<file path="config.mk">
export PLATFORM = sky130hd
export DESIGN_NAME = subsurf_seq
export DESIGN_NICKNAME = d
export VERILOG_FILES = /design/src/rtl/subsurf_seq.sv
export SDC_FILE = /design/constraint.sdc
export NUM_CORES = 1
export LEC_CHECK = 0
export ABC_CLOCK_PERIOD_IN_PS = 8900
export CAP_MARGIN = 20
export CORE_AREA = 3 3 167 331
export CTS_CLUSTER_DIAMETER = 120
export DETAILED_ROUTE_END_ITERATION = 8
export DIE_AREA = 0 0 170 334
export GPL_TIMING_DRIVEN = 0
export SYNTH_ARGS = -nofsm -noshare
export SYNTH_HDL_FRONTEND = slang
export SYNTH_SLANG_ARGS = --single-unit
</file>
<file path="constraint.sdc">
create_clock -name clk -period 8.9 [get_ports clk]
set_input_delay 1.335 -clock clk [delete_from_list [all_inputs] [get_ports clk]]
set_output_delay 1.335 -clock clk [all_outputs]
set_load 0.03 [all_outputs]
</file>
<file path="src/rtl/subsurf_seq.sv">
// subsurf_seq: runs NUM_STAGES engines in order ITER times and muxes the active stage onto shared RAMs.
// Define SUBSURF_SEQ_TIMEOUT_EN to add the per-stage watchdog and its sticky timeout output.
module subsurf_seq #(
  parameter int NUM_STAGES     = 3,
  parameter int NUM_RAMS       = 3,
  parameter int ADDR_WIDTH     = 11,
  parameter int START_HOLD     = 3,
  parameter int ITER_WIDTH     = 4,
  parameter int TIMEOUT_CYCLES = 65536,
  localparam int SW = NUM_STAGES > 1 ? $clog2(NUM_STAGES) : 1
) (
  input  logic                                     clk,
  input  logic                                     rst,
  input  logic                                     start,
  input  logic [ITER_WIDTH-1:0]                    iterations,
  input  logic                                     abort,
  output logic [NUM_STAGES-1:0]                    stage_start,
  input  logic [NUM_STAGES-1:0]                    stage_busy,
  input  logic [NUM_STAGES*NUM_RAMS-1:0]           st_en,
  input  logic [NUM_STAGES*NUM_RAMS*ADDR_WIDTH-1:0] st_a,
  input  logic [NUM_STAGES*NUM_RAMS*4-1:0]         st_we,
  input  logic [NUM_STAGES*NUM_RAMS*32-1:0]        st_di,
  output logic [NUM_RAMS-1:0]                      ram_en,
  output logic [NUM_RAMS*ADDR_WIDTH-1:0]           ram_a,
  output logic [NUM_RAMS*4-1:0]                    ram_we,
  output logic [NUM_RAMS*32-1:0]                   ram_di,
  output logic                                     busy,
  output logic                                     done,
  output logic                                     aborted,
  output logic [SW-1:0]                            cur_stage,
`ifdef SUBSURF_SEQ_TIMEOUT_EN
  output logic                                     timeout,
`endif
  output logic [ITER_WIDTH-1:0]                    cur_iter
);
  localparam int HW = START_HOLD > 1 ? $clog2(START_HOLD) : 1;
  typedef enum logic [1:0] {IDLE, LAUNCH, WAIT, FINISH} state_e;
  state_e                state_q;
  logic [HW-1:0]         hold_q;
  logic [SW-1:0]         stage_q;
  logic [ITER_WIDTH-1:0] iter_q, limit_q;
  logic [NUM_STAGES-1:0] launch_q;
  logic                  busy_q, done_q, aborted_q;
  logic [ITER_WIDTH:0]   iter_d;
  logic                  stage_idle, expire, active;

  assign stage_idle = !stage_busy[stage_q];
  // one bit wider so the pass compare cannot wrap when limit is at its maximum
  assign iter_d = {1'b0, iter_q} + 1'b1;
  assign active = state_q == LAUNCH || state_q == WAIT;

`ifdef SUBSURF_SEQ_TIMEOUT_EN
  localparam int TW = $clog2(TIMEOUT_CYCLES + 1);
  logic [TW-1:0] wd_q;
  logic          tmo_q;
  assign expire = state_q == WAIT && !stage_idle && wd_q == TW'(TIMEOUT_CYCLES - 1);
  assign timeout = tmo_q;
  always_ff @(posedge clk) begin
    if (rst) begin
      wd_q  <= '0;
      tmo_q <= 1'b0;
    end else begin
      wd_q  <= state_q == WAIT ? wd_q + 1'b1 : '0;
      tmo_q <= (state_q == IDLE && start) ? 1'b0 : (tmo_q | expire);
    end
  end
`else
  logic unused_tmo;
  assign expire = 1'b0;
  assign unused_tmo = ^TIMEOUT_CYCLES;
`endif

  always_ff @(posedge clk) begin
    if (rst) begin
      state_q   <= IDLE;
      hold_q    <= '0;
      stage_q   <= '0;
      iter_q    <= '0;
      limit_q   <= '0;
      launch_q  <= '0;
      busy_q    <= 1'b0;
      done_q    <= 1'b0;
      aborted_q <= 1'b0;
    end else begin
      done_q    <= 1'b0;
      aborted_q <= 1'b0;
      if (state_q != IDLE && (abort || expire)) begin
        state_q   <= IDLE;
        launch_q  <= '0;
        busy_q    <= 1'b0;
        aborted_q <= 1'b1;
      end else begin
        case (state_q)
          IDLE: if (start) begin
            limit_q  <= iterations == '0 ? ITER_WIDTH'(1) : iterations;
            stage_q  <= '0;
            iter_q   <= '0;
            hold_q   <= '0;
            busy_q   <= 1'b1;
            launch_q <= NUM_STAGES'(1);
            state_q  <= LAUNCH;
          end
          LAUNCH: if (hold_q == HW'(START_HOLD - 1)) begin
            launch_q <= '0;
            state_q  <= WAIT;
          end else begin
            hold_q <= hold_q + 1'b1;
          end
          WAIT: if (stage_idle) begin
            hold_q <= '0;
            if (stage_q != SW'(NUM_STAGES - 1)) begin
              stage_q  <= stage_q + 1'b1;
              launch_q <= NUM_STAGES'(2) << stage_q;
              state_q  <= LAUNCH;
            end else begin
              iter_q <= iter_d[ITER_WIDTH-1:0];
              if (iter_d < {1'b0, limit_q}) begin
                stage_q  <= '0;
                launch_q <= NUM_STAGES'(1);
                state_q  <= LAUNCH;
              end else begin
                done_q  <= 1'b1;
                state_q <= FINISH;
              end
            end
          end
          default: begin
            busy_q  <= 1'b0;
            state_q <= IDLE;
          end
        endcase
      end
    end
  end

  always_comb begin
    ram_en = '0;
    ram_a  = '0;
    ram_we = '0;
    ram_di = '0;
    for (int r = 0; r < NUM_RAMS; r++) begin
      ram_en[r]                         = active & st_en[int'(stage_q)*NUM_RAMS + r];
      ram_a[r*ADDR_WIDTH +: ADDR_WIDTH] = active ? st_a[(int'(stage_q)*NUM_RAMS + r)*ADDR_WIDTH +: ADDR_WIDTH] : '0;
      ram_we[r*4 +: 4]                  = active ? st_we[(int'(stage_q)*NUM_RAMS + r)*4 +: 4] : '0;
      ram_di[r*32 +: 32]                = active ? st_di[(int'(stage_q)*NUM_RAMS + r)*32 +: 32] : '0;
    end
  end

  assign stage_start = launch_q;
  assign busy        = busy_q;
  assign done        = done_q;
  assign aborted     = aborted_q;
  assign cur_stage   = stage_q;
  assign cur_iter    = iter_q;
endmodule

</file>
==> results.cfg, run 1 <==
[synth]
synth_top_cell_by_area = mux2i_1
syn_nets = 2724
synth_ff_type = dfxtp_1
yosysMostFrequentCell = nor2_1
avgSynthCellArea_um2 = 7.01
synth-seq-cells = 20
synth.area.top_cells = mux2i_1, mux4_2, nor2_1
synth_edf_count = 0
netlist.area_leader.share_pct = 14.5
yosys_warnings = 0
synthDistinctLibCells = 86
postSynth.asyncResetShare_pct = 0
ys_seq_area_share_pct = 2.53
synthTopCellsByCount = nor2_1, nand2_1, mux2i_1
synthCells = 2253
synth.cell_area_um2 = 15800

[floorplan]
rows = 119
die_h_um = 334
start_util_pct = 29.8
io_pins = 599
dieWidth_um = 170

[global_route]
gr-usage-all-layers_pct = 67.0
grt_start_max_net_pins = 20
grt_pass1_vias = 29300
grt_pass1_wl_mm = 273
grt_overflow = 395

[clock_tree]
cts_htree_levels = 1
clock-root-buffer = clkbuf_16
cts_buffers = 3
hold_buffers = 0
cts_sinks = 20
cts_buffer_depth = 2

[placement]
dp_hpwl_mm = 141
place.gp.congestion = 1.22
post-place-ws_ns = -3.94
io_buffers = 597

[run_status]
outcome = did not finish
failing_step = global routing
error = [ERROR GRT-0116] Global routing finished with congestion. Check the congestion regions in the DRC Viewer.
metrics by stage:
stage / setup TNS (ns) / area (µm²) / instances / hold WS (ns) / utilization [%]
CTS: 0 / 23100 / 3524 / 0.461 / 43.5
floorplan: 0 / 15800 / 2253 / 0.430 / -
detailed placement: -65.05 / 22600 / 3519 / 0.453 / 42.7
global placement: -67.49 / 22600 / 3515 / 0.447 / 42.6
cells by family after synthesis:
logic type,after synthesis,synth area share [%]
multiplexers,407,34.5
adder cells (fa/ha/maj),28,2.22
buffers and inverters,261,8.52
flip-flops,20,2.53
AND/OR/NAND/NOR,823,22.6
XOR/XNOR,16,0.935
AO/OA/AOI/OAI,698,28.7
routing by layer:
metal,GRT usage [%],overflow
met5,21.1,2
met4,62.6,164
met3,49.9,5
met2,84.1,221
met1,68.8,3
repair_timing:
item	4_1_cts
setup buffers	6
setup endpoints to repair	42
pin swaps	5
resized for setup	103
==> run 2: changes to the inputs <==
- CORE_AREA: 3 3 167 331 -> 3 3 286 288
- CTS_CLUSTER_DIAMETER: 120 -> not set
- DIE_AREA: 0 0 170 334 -> 0 0 289 291
- PLACE_DENSITY_LB_ADDON: not set -> 0.15
==> run 2 against run 1 <==
Effect of this change:
- the flow now finishes, with violations (setup timing)
- synthesized area stayed put
- synthesized cell count stayed put
==> results.cfg, run 2 <==
[run_status]
outcome = finished with violations
violations = setup timing

[sta]
hold_violations = 0
fin_crit_ns = 8.96
timing.final.ws_setup_ns = -0.0596
worst_slew_pin_slew_ns = 1.22
slew_viol_final = 0
slew_headroom_pct = 17.9
period_share_pct = 101
setup_violations = 1
final.setup_skew_ns = 0.00611
fmax_mhz = 112

[clock_tree]
cts_tree = done
cts_htree_levels = 1
hold_buffers = 0
cts_buffers = 3
cts_sinks = 20
clock-root-buffer = clkbuf_16
cts.clk_slew.worst_paths_ns = 0.06
clock_latency_ns = 0.26
cts_buffer_depth = 2

[finish]
final_common_cell = clkdlybuf4s50_1
fin_area_um2 = 23600
final_cell_mix = clkdlybuf4s50_1, nor2_1, nand2_1
drive_above_1_share_pct = 13.1
area_growth_syn_to_layout_pct = 49.6
layout.nets = 3332
post-route-util_pct = 29.9
fillerInstances = 8832

[floorplan]
die_h_um = 291
coreArea_um2 = 79100
dieWidth_um = 289
rows = 103
design.die.area_um2 = 84100
io_pins = 599
start_util_pct = 20.0

[synth]
synthDistinctLibCells = 86
synthMuxAreaShare_pct = 34.5
synth_top_cell_by_area = mux2i_1
yosysMostFrequentCell = nor2_1
synthCells = 2253
synth_compound_area_share_pct = 28.7
synth.cell_area_um2 = 15800
ys_seq_area_share_pct = 2.53
synth-seq-cells = 20
yosys.area_share.xor_xnor_pct = 0.935
synthSimpleGateAreaFrac_pct = 22.6
synth.area.top_cells = mux2i_1, mux4_2, nor2_1
synthAdderAreaFrac_pct = 2.22
yosys_warnings = 0
synth_edf_count = 0
synth_top_family_by_area = multiplexers
syn_nets = 2724
netlist.area_leader.share_pct = 14.5
avgSynthCellArea_um2 = 7.01
synth_ff_type = dfxtp_1
synthTopCellsByCount = nor2_1, nand2_1, mux2i_1
postSynth.asyncResetShare_pct = 0

[worst_setup_path]
regToRegEndpoint = stage_start[1]
ff2ff_setup_slack_ns = 3.84
crit_type = reg -> out
endpoint_kind = output pin
timing.rr.start = cur_stage[0]
required_ns = 7.57
worstPathMaxFanout = 19
start_kind = register
rr_worst_depth = 15
cp_data_arrival_time_ns = 7.62

[drt]
via_per_inst = 6.20
drc = 0
wire_per_inst_um = 45.9
drtAntennaViolNets = 0
wl_mm = 181
vias = 24500
drt_first_iter_violations = 3451
dr.pass1.iters = 8

[power]
vdd_ir_drop_max_mv = 0.0606
switching_share_pct = 63.0
pwr-share-comb_pct = 93.7
p_sw_w = 0.00219
intPower_w = 0.00129
p_per_area_nw_per_um2 = 147
pwr-share-clk_pct = 3.0
total_power_w = 0.00348
p_seq_share_pct = 3.2
p_leak_nw = 8.30

[global_route]
grt_overflow = 0
gr-usage-all-layers_pct = 41.0
grt_pass1_wl_mm = 232
antenna_found_initial = 65
grt_start_max_net_pins = 20
grt_pass1_vias = 23600

[min_path]
worstHoldStart = limit_q[2]
hold_end = limit_q[2]
hold_depth = 2
min_path_type = reg -> reg

[run]
drv_cap = 0

[placement]
dp_hpwl_mm = 153
place.gp.congestion = 1.05
placed_cell_area_um2 = 23100
io_buffers = 597
[run 2: cell counts after synthesis]
Identical to the previous run, type by type.
[run 2: metal layers]
metal  routed length, µm  global-route usage, %  up-vias
li1                    -                      -     9725
met4               14700                   28.6       10
met3               18200                   9.86      462
met2               83500                   66.4     2015
met5                  53                      0        -
met1               64900                   47.3    12300
[run 2: worst max path at each step]
stage	endpoint	slack, ns	depth (start not counted)	from
floorplan	ram_a[23]	1.20	27	cur_stage[0]
global placement	ram_a[28]	-2.77	27	cur_stage[0]
detailed placement	ram_a[28]	-2.66	27	cur_stage[0]
CTS	ram_a[27]	0.06	30	cur_stage[0]
global route	ram_a[28]	-0.008	28	cur_stage[0]
finish	ram_a[28]	-0.06	25	cur_stage[0]
[run 2: logic make-up (layout without fill, tap and decap cells)]
kind of cell	count (synthesis)	after routing
flip-flops	20	20
adder cells (fa/ha/maj)	28	28
AND/OR/NAND/NOR	823	823
buffers and inverters	261	868
AO/OA/AOI/OAI	698	698
XOR/XNOR	16	16
multiplexers	407	407
other	0	42
[run 2: what timing repair did]
| action | 4_1_cts | 5_1_grt |
|---|---|---|
| hold endpoints to repair | 0 | 0 |
| resized for setup | 99 | 14 |
| endpoints found under the setup margin | 22 | 21 |
| buffers inserted | 6 | 0 |
| pin swaps | 3 | 1 |
[run 2: power groups by stage]
stage | combinational [W] | clock [W] | sequential, W
finish | 0.00326 | 0.000106 | 0.000113
global route | 0.00332 | 0.000109 | 0.000114
CTS | 0.00318 | 0.000106 | 0.000112
detailed placement | 0.00317 | 0 | 0.000114
global placement | 0.00319 | 0 | 0.000113
floorplan | 0.00156 | 0 | 0.000121
[run 2: final cells by class]
type	count	area [µm²]	area share (%)
Timing Repair Buffer	610	6100	25.8
Multi-Input combinational cell	1972	14200	60.1
Antenna cell	42	105	0.445
Buffer	219	1270	5.39
Tap cell	1050	1310	5.56
Sequential cell	20	402	1.70
Clock buffer	4	88.8	0.376
Inverter	35	134	0.567
[run 2: metrics by stage]
step | hold slack, ns | std cells | worst slack (ns) | TNS [ns]
2_1_floorplan | 0.430 | 2253 | 1.20 | 0
3_3_place_gp | 0.455 | 3900 | -2.77 | -46.86
3_5_place_dp | 0.456 | 3907 | -2.66 | -40.23
6_report | 0.470 | 3952 | -0.0596 | -0.0596
4_1_cts | 0.466 | 3912 | 0.0580 | 0
5_1_grt | 0.483 | 3941 | -0.00759 | -0.00759
[run 2: worst max-delay path, cell delays in order (launching register included)]
cell,delay [ns]
dfxtp_2,0.37
buf_8,0.18
buf_8,0.20
inv_1,0.17
buf_4,0.28
buf_6,0.29
buf_2,0.34
clkbuf_4,0.31
ha_1,0.28
inv_1,0.11
ha_1,0.49
buf_6,0.29
clkbuf_4,0.31
clkbuf_4,0.32
xnor2_1,0.11
a22o_1,0.19
ha_1,0.26
buf_2,0.21
o211ai_2,0.16
a311o_2,0.46
buf_6,0.22
a21o_1,0.28
a221oi_1,0.79
or3_1,0.22
a31oi_1,0.09
clkdlybuf4s15_2,0.33
Note: power is estimated with default switching activity, not from simulation.
==> run 3: changes to the inputs <==
- SETUP_SLACK_MARGIN: not set -> 0.2
- SLEW_MARGIN: not set -> 20
- TNS_END_PERCENT: not set -> 20
==> run 3 against run 2 <==
Effect of this change:
- critical endpoint is now ram_a[18]
- cell area is 0.56% higher
- largest cell class unchanged
- core utilization up 0.17 points
- clock power is essentially flat
- highest routed layer unchanged
- clock skew shrank 0.00091 ns
- sequential power about the same
- the flow now finishes without violations
==> results.cfg, run 3 (same netlist as run 2, synthesis figures left out) <==
[sta]
worst_slew_pin_slew_ns = 1.24
hold_violations = 0
slew_viol_final = 0
final.setup_skew_ns = 0.00520
slew_headroom_pct = 16.7
period_share_pct = 98.7
rsz0062_at_grt = yes
setup_violations = 0
fin_crit_ns = 8.79
tns_ns = 0
fmax_mhz = 114

[clock_tree]
cts_buffers = 3
clock-root-buffer = clkbuf_16
cts.clk_slew.worst_paths_ns = 0.06
clock_latency_ns = 0.26
cts_htree_levels = 1
cts_buffer_depth = 2
cts_sinks = 20
hold_buffers = 0
cts_tree = done

[worst_setup_path]
cp_slowest_cell = clkdlybuf4s50_1
required_ns = 7.57
cp.depth = 24
crit_buf_inv = 13
start_kind = register
critPathMaxStageDelay_ns = 0.75
path_delay_family = buffers and inverters
worstPathMaxFanout = 15
crit_type = reg -> out
endpoint_kind = output pin
cp_data_arrival_time_ns = 7.45
rr_worst_depth = 15
path_cells = buf_12, buf_12, inv_1, buf_6, buf_8, buf_4, buf_4, ha_1, buf_8, buf_6, inv_2, clkbuf_4, nor3_1, ha_1, o211ai_1, nor2b_1, buf_2, nand2_1, a221o_1, o21ai_0, a2111oi_1, a311o_1, o21ai_0, clkdlybuf4s50_1

[placement]
placed_cell_area_um2 = 23100
io_buffers = 597
place.gp.congestion = 1.05
dp_hpwl_mm = 153

[power]
intPower_w = 0.00129
p_leak_nw = 8.33
p_per_area_nw_per_um2 = 147
switching_share_pct = 63.0
pwr-share-clk_pct = 3.1
pwr-share-comb_pct = 93.7
p_seq_share_pct = 3.2
vdd_ir_drop_max_mv = 0.0821
p_sw_w = 0.00220

[finish]
post-route-util_pct = 30.0
layout.nets = 3332
final_common_cell = clkdlybuf4s50_1
drive_above_1_share_pct = 13.8
fin_area_um2 = 23800
area_growth_syn_to_layout_pct = 50.4
final_cell_mix = clkdlybuf4s50_1, nor2_1, nand2_1

[global_route]
gr-usage-all-layers_pct = 41.1
grt_pass1_wl_mm = 232
grt_start_max_net_pins = 16
antenna_found_initial = 59
grt_pass1_vias = 23600
grt_overflow = 0

[drt]
drt_first_iter_violations = 3286
wire_per_inst_um = 45.9
drc = 0
wl_mm = 181
via_per_inst = 6.15
drtAntennaViolNets = 0
dr.pass1.iters = 5
vias = 24300

[run_status]
outcome = finished, final reports clean

[run]
drv_cap = 0

[floorplan]
design.die.area_um2 = 84100
start_util_pct = 20.0
die_h_um = 291
coreArea_um2 = 79100
dieWidth_um = 289
rows = 103
io_pins = 599

[min_path]
hold_depth = 2
min_path_type = reg -> reg
run 3: path summary, 6_finish.rpt:
| check | startpoint | to | slack [ns] |
|---|---|---|---|
| min | limit_q[2] | limit_q[2] | 0.47 |
| max reg2reg | cur_stage[0] | stage_start[1] | 4.14 |
| max | cur_stage[0] | ram_a[18] | 0.11 |
| min reg2reg | limit_q[2] | limit_q[2] | 0.47 |
run 3: tightest hold or removal path: cells and delay by family (launching register included):
family             cells  cell delay (ns)
DFF                    1             0.31
AOI/OAI and AO/OA      1             0.05
and+or+nand+nor        1             0.05
run 3: metrics by stage:
step / power, W / worst slack (ns) / hold slack [ns] / cells
global placement: 0.00330 / -2.77 / 0.455 / 3900
finish: 0.00349 / 0.112 / 0.468 / 3953
detailed placement: 0.00328 / -2.78 / 0.454 / 3901
CTS: 0.00340 / 0.0181 / 0.464 / 3910
floorplan: 0.00168 / 1.20 / 0.430 / 2253
global route: 0.00356 / 0.0997 / 0.486 / 3939
run 3: timing repair:
item                       4_1_cts  5_1_grt
buffers inserted                 6        0
setup endpoints to repair       28       22
gates cloned                     0        0
pin swaps                        1        4
resized for setup              101       75
run 3: layer usage:
layer  vias up  part of all wire (%)  track usage, %
met4         6                   9.4            29.8
met1     12100                    36            47.1
li1       9718                     -               -
met2      1971                    45            66.0
met5         -                 0.023               0
met3       485                   9.8            10.4
run 3: cell type report:
class	count	area, µm²
tap	1050	1310
inverter	35	131
fill	8856	55400
timing repair buffer	604	6010
multi-input combinational	1972	14300
clock buffer	4	88.8
sequential	20	402
antenna	43	108
buffer	225	1380
run 3: power groups by stage:
stage          sequential [W]  combinational (W)  clock [W]
3_3_place_gp         0.000113            0.00319          0
6_report             0.000112            0.00327   0.000108
2_1_floorplan        0.000121            0.00156          0
3_5_place_dp         0.000114            0.00317          0
5_1_grt              0.000114            0.00334   0.000110
4_1_cts              0.000112            0.00318   0.000108
